File: config.mk
export PLATFORM = sky130hd
export DESIGN_NAME = io_controller_flat
export DESIGN_NICKNAME = d
export VERILOG_FILES = /design/src/rtl/io_pkg.sv /design/src/rtl/io_if.sv /design/src/rtl/io_debounce.sv /design/src/rtl/io_controller.sv /design/src/flat_wrapper.sv
export SDC_FILE = /design/constraint.sdc
export NUM_CORES = 1
export LEC_CHECK = 0
export ABC_AREA = 1
export CAP_MARGIN = 20
export CORE_UTILIZATION = 25
export DETAILED_ROUTE_END_ITERATION = 8
export GPL_TIMING_DRIVEN = 0
export HOLD_SLACK_MARGIN = 0.03
export PLACE_DENSITY = 0.39
export SLEW_MARGIN = 15
export SYNTH_ARGS = -nofsm -noshare
export SYNTH_HDL_FRONTEND = slang
export SYNTH_SLANG_ARGS = --single-unit
File: constraint.sdc
create_clock -name clk -period 2.2 [get_ports clk]
set_input_delay 0.66 -clock clk [delete_from_list [all_inputs] [get_ports clk]]
set_output_delay 0.66 -clock clk [all_outputs]
set_load 0.02 [all_outputs]
File: src/rtl/io_pkg.sv
// Shared constants and types for the memory-mapped I/O controller.
package io_pkg;

  // I/O register addresses, exact 32-bit match.
  localparam logic [31:0] AddrHex  = 32'hF000_0000;
  localparam logic [31:0] AddrLedr = 32'hF000_0004;
  localparam logic [31:0] AddrKey  = 32'hF000_0010;
  localparam logic [31:0] AddrSw   = 32'hF000_0014;

  // Board I/O widths.
  localparam int unsigned NumKeys = 4;
  localparam int unsigned NumSw   = 10;
  localparam int unsigned HexW    = 16;

  // Field positions inside the KEY register.
  localparam int unsigned KeyStateLsb = 0;
  localparam int unsigned KeyEvtLsb   = 4;

  // Per-bit debouncer state.
  typedef enum logic {
    StStable   = 1'b0,
    StCounting = 1'b1
  } db_state_e;

endpackage

File: src/rtl/io_if.sv
// Data-side load/store port between the core and the I/O controller.
interface io_if #(
  parameter int unsigned DBITS = 32
);
  logic [DBITS-1:0] addr;
  logic [DBITS-1:0] wdata;
  logic             we;
  logic             re;
  logic [DBITS-1:0] rdata;
  logic             io_hit;

  modport master (
    output addr, wdata, we, re,
    input  rdata, io_hit
  );

  modport slave (
    input  addr, wdata, we, re,
    output rdata, io_hit
  );
endinterface

File: src/rtl/io_debounce.sv
// Two-flop synchroniser followed by a per-bit counting debouncer.
// A new level is accepted only after DEBOUNCE_CYCLES consecutive
// synchronised samples that all disagree with the current stable value.
module io_debounce
  import io_pkg::*;
#(
  parameter int unsigned WIDTH           = 4,
  parameter int unsigned DEBOUNCE_CYCLES = 500000,
  parameter bit          RESET_VAL       = 1'b0,
  parameter bit          INVERT          = 1'b0
) (
  input  logic             clk,
  input  logic             reset_n,
  input  logic [WIDTH-1:0] din,
  output logic [WIDTH-1:0] dout,
  output logic [WIDTH-1:0] rise
);

  localparam int unsigned      CntW    = $clog2(DEBOUNCE_CYCLES);
  localparam logic [CntW-1:0]  CntLast = CntW'(DEBOUNCE_CYCLES - 1);

  logic [WIDTH-1:0] sync_1_q, sync_2_q;
  logic [WIDTH-1:0] level;
  logic [WIDTH-1:0] stable_q, stable_d;
  logic [CntW-1:0]  cnt_q   [WIDTH];
  logic [CntW-1:0]  cnt_d   [WIDTH];
  db_state_e        state_q [WIDTH];
  db_state_e        state_d [WIDTH];

  // Synchroniser chain; reset level matches the pin's idle level.
  always_ff @(posedge clk or negedge reset_n) begin
    if (!reset_n) begin
      sync_1_q <= {WIDTH{RESET_VAL}};
      sync_2_q <= {WIDTH{RESET_VAL}};
    end else begin
      sync_1_q <= din;
      sync_2_q <= sync_1_q;
    end
  end

  // Active-low inputs are flipped here so downstream logic sees 1 = asserted.
  assign level = sync_2_q ^ {WIDTH{INVERT}};

  // Next-state logic for every bit's debounce FSM and counter.
  always_comb begin
    stable_d = stable_q;
    for (int i = 0; i < WIDTH; i++) begin
      state_d[i] = state_q[i];
      cnt_d[i]   = cnt_q[i];
      unique case (state_q[i])
        StStable: begin
          if (level[i] != stable_q[i]) begin
            state_d[i] = StCounting;
            cnt_d[i]   = CntW'(1);
          end
        end
        StCounting: begin
          if (level[i] == stable_q[i]) begin
            state_d[i] = StStable;
            cnt_d[i]   = '0;
          end else if (cnt_q[i] == CntLast) begin
            stable_d[i] = level[i];
            state_d[i]  = StStable;
            cnt_d[i]    = '0;
          end else begin
            cnt_d[i] = cnt_q[i] + CntW'(1);
          end
        end
        default: begin
          state_d[i] = StStable;
          cnt_d[i]   = '0;
        end
      endcase
    end
  end

  // Debounce state registers; reset abandons any count in progress.
  always_ff @(posedge clk or negedge reset_n) begin
    if (!reset_n) begin
      stable_q <= '0;
      for (int i = 0; i < WIDTH; i++) begin
        state_q[i] <= StStable;
        cnt_q[i]   <= '0;
      end
    end else begin
      stable_q <= stable_d;
      for (int i = 0; i < WIDTH; i++) begin
        state_q[i] <= state_d[i];
        cnt_q[i]   <= cnt_d[i];
      end
    end
  end

  assign dout = stable_q;
  // Rising edge flagged in the same cycle it is committed.
  assign rise = stable_d & ~stable_q;

endmodule

File: src/rtl/io_controller.sv
// Memory-mapped KEY/SW/HEX/LEDR block beside data memory. Reads are
// combinational from addr; stores and event clears land at the clock edge.
module io_controller
  import io_pkg::*;
#(
  parameter int unsigned      DBITS           = 32,
  parameter logic [DBITS-1:0] ADDR_KEY        = DBITS'(AddrKey),
  parameter logic [DBITS-1:0] ADDR_SW         = DBITS'(AddrSw),
  parameter logic [DBITS-1:0] ADDR_HEX        = DBITS'(AddrHex),
  parameter logic [DBITS-1:0] ADDR_LEDR       = DBITS'(AddrLedr),
  parameter int unsigned      DEBOUNCE_CYCLES = 500000
) (
  input  logic               clk,
  input  logic               reset_n,
  io_if.slave                bus,
  input  logic [NumKeys-1:0] key_n,
  input  logic [NumSw-1:0]   sw,
  output logic [NumSw-1:0]   ledr,
  output logic [HexW-1:0]    hex_value
);

  logic [NumKeys-1:0] key_db, key_rise;
  logic [NumSw-1:0]   sw_db, unused_sw_rise;
  logic [NumKeys-1:0] evt_q, evt_d;
  logic [NumSw-1:0]   ledr_q, ledr_d;
  logic [HexW-1:0]    hex_q, hex_d;
  logic               hit_key, hit_sw, hit_hex, hit_ledr;
  logic               key_clr;
  logic [DBITS-1:0]   rdata_mux;
  logic               unused_wdata;

  // Keys idle high on the pins; inverted after sync so 1 = pressed.
  io_debounce #(
    .WIDTH          (NumKeys),
    .DEBOUNCE_CYCLES(DEBOUNCE_CYCLES),
    .RESET_VAL      (1'b1),
    .INVERT         (1'b1)
  ) u_key_db (
    .clk    (clk),
    .reset_n(reset_n),
    .din    (key_n),
    .dout   (key_db),
    .rise   (key_rise)
  );

  io_debounce #(
    .WIDTH          (NumSw),
    .DEBOUNCE_CYCLES(DEBOUNCE_CYCLES),
    .RESET_VAL      (1'b0),
    .INVERT         (1'b0)
  ) u_sw_db (
    .clk    (clk),
    .reset_n(reset_n),
    .din    (sw),
    .dout   (sw_db),
    .rise   (unused_sw_rise)
  );

  assign hit_key  = (bus.addr == ADDR_KEY);
  assign hit_sw   = (bus.addr == ADDR_SW);
  assign hit_hex  = (bus.addr == ADDR_HEX);
  assign hit_ledr = (bus.addr == ADDR_LEDR);

  assign bus.io_hit = hit_key | hit_sw | hit_hex | hit_ledr;

  // Load data mux; addresses are distinct so at most one term is active.
  always_comb begin
    rdata_mux = '0;
    if (hit_key) begin
      rdata_mux[KeyStateLsb +: NumKeys] = key_db;
      rdata_mux[KeyEvtLsb +: NumKeys]   = evt_q;
    end
    if (hit_sw)   rdata_mux[NumSw-1:0] = sw_db;
    if (hit_hex)  rdata_mux[HexW-1:0]  = hex_q;
    if (hit_ledr) rdata_mux[NumSw-1:0] = ledr_q;
  end

  assign bus.rdata = rdata_mux;

  // Next-state for output registers and key events; a new press beats the clear.
  always_comb begin
    key_clr = bus.re & hit_key;
    evt_d   = (key_clr ? '0 : evt_q) | key_rise;
    ledr_d  = (bus.we && hit_ledr) ? bus.wdata[NumSw-1:0] : ledr_q;
    hex_d   = (bus.we && hit_hex)  ? bus.wdata[HexW-1:0]  : hex_q;
  end

  // Output and event registers.
  always_ff @(posedge clk or negedge reset_n) begin
    if (!reset_n) begin
      evt_q  <= '0;
      ledr_q <= '0;
      hex_q  <= '0;
    end else begin
      evt_q  <= evt_d;
      ledr_q <= ledr_d;
      hex_q  <= hex_d;
    end
  end

  assign ledr      = ledr_q;
  assign hex_value = hex_q;

  // Upper store-data bits are never stored.
  assign unused_wdata = ^bus.wdata[DBITS-1:HexW];

endmodule

File: src/flat_wrapper.sv
// flat-port wrapper written by rule: the top's interface ports become plain ports
module io_controller_flat import io_pkg::*;
#(
  parameter int unsigned      DBITS           = 32,
  parameter logic [DBITS-1:0] ADDR_KEY        = DBITS'(AddrKey),
  parameter logic [DBITS-1:0] ADDR_SW         = DBITS'(AddrSw),
  parameter logic [DBITS-1:0] ADDR_HEX        = DBITS'(AddrHex),
  parameter logic [DBITS-1:0] ADDR_LEDR       = DBITS'(AddrLedr),
  parameter int unsigned      DEBOUNCE_CYCLES = 500000
)
  (clk, reset_n, key_n, sw, ledr, hex_value, bus_addr, bus_wdata, bus_we, bus_re, bus_rdata, bus_io_hit);
  io_if #(.DBITS(DBITS)) bus_i ();
  input  logic clk;
  input  logic reset_n;
  input  logic [NumKeys-1:0] key_n;
  input  logic [NumSw-1:0] sw;
  output logic [NumSw-1:0] ledr;
  output logic [HexW-1:0] hex_value;
  input wire logic [$bits(bus_i.addr)-1:0] bus_addr;
  input wire logic [$bits(bus_i.wdata)-1:0] bus_wdata;
  input wire logic [$bits(bus_i.we)-1:0] bus_we;
  input wire logic [$bits(bus_i.re)-1:0] bus_re;
  output wire logic [$bits(bus_i.rdata)-1:0] bus_rdata;
  output wire logic [$bits(bus_i.io_hit)-1:0] bus_io_hit;
  assign bus_i.addr = bus_addr;
  assign bus_i.wdata = bus_wdata;
  assign bus_i.we = bus_we;
  assign bus_i.re = bus_re;
  assign bus_rdata = bus_i.rdata;
  assign bus_io_hit = bus_i.io_hit;
  io_controller #(.DBITS(DBITS), .ADDR_KEY(ADDR_KEY), .ADDR_SW(ADDR_SW), .ADDR_HEX(ADDR_HEX), .ADDR_LEDR(ADDR_LEDR), .DEBOUNCE_CYCLES(DEBOUNCE_CYCLES)) u_core (.clk(clk), .reset_n(reset_n), .bus(bus_i), .key_n(key_n), .sw(sw), .ledr(ledr), .hex_value(hex_value));
endmodule
# Word-level counts from Yosys, hierarchy flattened
# Cells that the tools add are included.
# Widths: inputs -> output; s select.
# totals
register_bits	352
word_cells	293
inputBits	82
out_inout_bits	59
# classes
add_sub_neg	14
mux	129
n_reduce_logical	12
eq_ne	60
bitwise_logic	32
# op_table
operator	count
$mux 19	42
$pmux 19 s2	14
$add 19x1->19 const B	14
$eq 19x19->1 const B	14
$eq 32x32->1 const B	4
$mux 1	54
$reduce_and 3->1	10
$ne 2x2->1 const B	14
$pmux 1 s2	14
$not 1->1	24
$mux 10	2
$mux 16	1
$eq 1x1->1	14
$ne 1x1->1	14
$mux 8	1
$not 4->4	2
$and 4x4->4	1
$mux 4	1
$or 4x4->4	1
$or 1x1->1	3
$logic_and 1x1->1	2
$and 1x1->1	1

# Logic depth before layout (Yosys ltp)
# depth
depth_word	6
depth_mapped	12
ltp_nobuf	11

# Cells and area by module
# Synthesis repeated with hierarchy kept, for this count alone.
# hier_totals
hier_cells	2783
hier_area_um2	21013.9
# modules_own_cells
mod	instances	seq_area_each_um2	area_per_inst_um2	cells_per_inst
io_debounce at u_core.u_sw_db	1	5755.5	13533.0	1774
io_debounce at u_core.u_key_db	1	2312.2	5459.0	704
io_controller	1	750.7	2021.9	305

# Worst setup path before layout
# OpenSTA, ideal clock, no wires.
# synth_timing
kind	input port to output port
startpoint	in bus_addr[15]
endpoint	out bus_rdata[8]
stages	10
arrival_time_ns	1.853
path_slack_ns	-0.313
n_path_buf	1
required_time_ns	1.540
path_cell_list	nor2_2 nand2_2 nor2_4 nand2_1 nor2_4 buf_4 nand3_1 nand2_1 inv_1 a21oi_1
# synth_between
elab_chain_len	4
elab_cells_between_ends	6
classes_between	eq/ne: 3; mux: 3
# synth_lines
item	line	text
start, declared	flat_wrapper.sv:19	input wire logic [$bits(bus_i.addr)-1:0] bus_addr;
$eq 32x32->1	io_controller.sv:60	assign hit_sw = (bus.addr == ADDR_SW);
$mux 10	io_controller.sv:73	if (hit_sw) rdata_mux[NumSw-1:0] = sw_db;
$mux 16	io_controller.sv:74	if (hit_hex) rdata_mux[HexW-1:0] = hex_q;
$mux 10 (*)	io_controller.sv:75	if (hit_ledr) rdata_mux[NumSw-1:0] = ledr_q;
end, declared	flat_wrapper.sv:23	output wire logic [$bits(bus_i.rdata)-1:0] bus_rdata;
# Every way passes the cells marked *; elsewhere a longest branch is shown, timed or not.

# Final worst setup path
# layout_timing
startpoint	in bus_addr[23]
endpoint	out bus_rdata[5]
# layout_between
elab_chain_len	5
elab_cells_between_ends	8
classes_between	eq/ne: 4; mux: 4
# layout_lines
item	line	text
$eq 32x32->1	io_controller.sv:59	assign hit_key = (bus.addr == ADDR_KEY);
$mux 8	io_controller.sv:69	if (hit_key) begin
$mux 10	io_controller.sv:73	
$mux 16	io_controller.sv:74	
$mux 10 (*)	io_controller.sv:75	
# Marked as above.

==> run summary <==
status -> finished with violations
failing checks -> setup timing
Max VDD drop -> 0.6300 mV
cell repeated most along the worst path -> nand2_4
drt pass-1 iters -> 5
setup ws final -> -0.5894 ns
Area Growth Syn to Fin -> 24.44%
I/O pins -> 141
ys async rst share -> 100.0%
cell family with the largest share of critical-path delay -> simple AND/OR/NAND/NOR gates
Max Fclk -> 358.5 MHz
worst rel slew slack -> 52.48%
# placed instances -> 3,681
Tightest Pin Transition -> 0.7073 ns
nets@finish -> 2,814
Main synth FF type -> dfrtp_1
Bufs and invs on worst path -> 5
Seq/Total Area, Yosys -> 45.17%
final setup fails -> 17
largest net degree at the start of global routing -> 95
routed len/inst -> 14.28 µm
Clk pin slew, worst setup/hold paths -> 0.05 ns
post-route design area -> 0.02429 mm²
Max Cap Viol -> 0
top-area cell type share of the netlist area -> 44.10%
FP Rows -> 102
# clock sinks -> 352
CP Cell Sequence -> buf_2 -> nor2_4 -> nand2_2 -> nor2_2 -> nand2_4 -> nor2_4 -> buf_12 -> buf_8 -> nand3b_1 -> nand2_4 -> inv_2 -> nand2_2 -> nand2_4 -> buf_6
critical path arrival -> 2.13 ns
Max FO, Critical Path -> 5
Cell Area, Placed -> 0.02227 mm²
chip width -> 281.4 µm
CTS Root Cell -> clkbuf_16
full die area -> 0.07921 mm²
top cells by count, synth -> 560 x nand2_1, 378 x inv_1, 344 x dfrtp_1
Die H -> 281.4 µm
cell count after synthesis -> 2,514
Hold WC Path Type -> flop to flop
clk_skew -> 0.01250 ns
layout cells sized above 1 -> 14.21%
period utilisation layout -> 126.8%
first-pass GRT wire length -> 89,190 µm
Detailed Route WL -> 54,150 µm
CTS Buffer Depth -> 3
Crit Path Class -> input pin to primary output
global route overflow -> 0
Port Buffer Count -> 108
count leader, synth -> nand2_1
Core ar. -> 0.07734 mm²
total CTS buffers -> 46
reg-to-reg slack, setup -> 0.26 ns
RD Place Congestion -> 0.8321
Ant. Diodes -> 0
worst skew pair latency -> 0.58 ns
Worst path slowest cell -> nor2_2
H-Tree Depth -> 2
syn_area_per_cell -> 7.765 µm²
Static Leak -> 10.69 nW
Yosys top cell by area -> dfrtp_1
Vias -> 16,940
total power draw -> 15.27 mW
Worst Path Required -> 1.54 ns
post-route antenna net violation count -> 0
flops & latches, synth -> 352
final std cells w/o fill -> 3,791
post-synth cell types -> 45
mapped cell area -> 0.01952 mm²
post-place setup slack -> -1.675 ns
GRT Overall Usage -> 13.82%
DR iter-0 viols -> 912
Initial Util -> 25.24%
pwr/cell area -> 628.7 mW/mm²
Residual DRC -> 0
unrepaired setup endpoints after global routing -> true
Final Hold Viols -> 0
Worst setup EP type -> primary output
Synthesis Warnings -> 0
CP peak stage delay -> 0.15 ns
initial antenna violation count -> 1
number of synthesized flops with an enable pin -> 0
vias per cell -> 4.470
Worst setup SP type -> input pin
CTS tree -> yes
pins over their slew limit -> 0
Area contributors post-synth -> dfrtp_1 44%, nand2_1 11%, inv_1 7.3%, nand3_1 5.3%, xor2_1 5.1%
tightest hold margin -> 0.3446 ns
hpwl dp -> 38,430 µm
vias in the first global route -> 16,970
clock period minus worst slack -> 2.789 ns
-- layer usage --
layer  up-vias  part of all wire [%]  GRT usage [%]
li1       8573                     -              -
met1      8040                    48          18.87
met2       262                    45          22.09
met3        69                   4.7          2.602
met4         0                   2.3          4.041
met5         -                     0              0
-- flip-flops by register name (all words and copies together) (netlist names), 10 cells and up --
| signal | flops |
|---|---|
| u_core.ledr | 10 |
| u_core.u_sw_db.state_q | 10 |
| u_core.u_sw_db.dout | 10 |
| u_core.hex_value | 16 |
| u_core.u_sw_db.cnt_q | 190 |
| u_core.u_key_db.cnt_q | 76 |
| u_core.u_sw_db.sync_1_q | 10 |
| u_core.u_sw_db.level | 10 |
-- where the power goes --
group	internal, mW	total (mW)	switching, mW
logic	0.356	0.993	0.636
clock network	4.53	7.48	2.95
registers	6.65	6.80	0.151
total	11.5	15.3	3.74
-- worst paths after layout --
check                                           start                         to  cells past startpoint
max                                      bus_addr[23]               bus_rdata[5]                     14
min                        u_core.u_sw_db.sync_1_q[4]    u_core.u_sw_db.level[4]                      0
max reg2reg                 u_core.u_sw_db.cnt_q[133]  u_core.u_sw_db.cnt_q[151]                      8
min reg2reg                u_core.u_sw_db.sync_1_q[4]    u_core.u_sw_db.level[4]                      0
max in group asynchronous                     reset_n  u_core.u_sw_db.cnt_q[119]                      4
min in group asynchronous                     reset_n  u_core.u_key_db.cnt_q[75]                      2
-- cells by family (layout without fill, tap and decap cells) --
group	count (synthesis)	count (layout)	synth area share, %
buffers and inverters	437	659	9.095
other	1	16	0.01921
DFF	352	352	45.17
xor gates and xnor gates	127	127	5.698
AOI/OAI and AO/OA	365	365	10.62
adders and majority gates	14	14	0.8973
and+or+nand+nor	1218	1218	28.50
-- per-stage QoR --
step,util (%),setup TNS [ns]
final,31.41,-8.288
after global routing,31.41,-9.865
after CTS,31.21,-8.383
after detailed placement,28.79,-35.05
after global placement,28.64,-5897.15
after floorplan,-,-1.525
-- cell usage in the layout, fill, tap and decap left out, types with 8 or more instances in the layout --
cell	n
o21ai_0	145
nor3_2	12
o21ai_2	10
nand2_4	11
dlygate4sd2_1	26
xor2_1	113
buf_12	8
clkdlybuf4s50_1	32
ha_1	14
nor2_4	29
o22ai_1	103
dfstp_2	8
nand4_1	70
conb_1	16
buf_2	33
inv_2	21
nand3_2	18
nor2_1	191
clkbuf_1	21
nand2_2	45
dfrtp_1	344
nand2_1	528
clkbuf_8	11
nor2_2	28
nor3_1	53
xnor2_1	14
clkbuf_16	49
buf_4	31
inv_1	364
nand3_1	198
o21ai_1	28
buf_6	37
nand3b_1	11
a21oi_1	45
-- final cells by class --
type,count,area (µm²)
fill,8243,53050
multi-input combinational,1740,9395
sequential,352,8818
inverter,389,1478
timing repair buffer,141,1449
clock buffer,74,1430
tap,1040,1301
buffer,48,360.3
clock inverter,7,60.06
-- timing repair --
action                     in CTS  in global routing
hold buffers                    1                  0
gates cloned                    4                  0
gates resized for setup       313                 39
hold endpoints to repair       42                  0
buffers inserted               16                  9
setup endpoints to repair      43                 19
pin swaps                      46                 32
No activity file was read; power rests on OpenSTA's default activity.
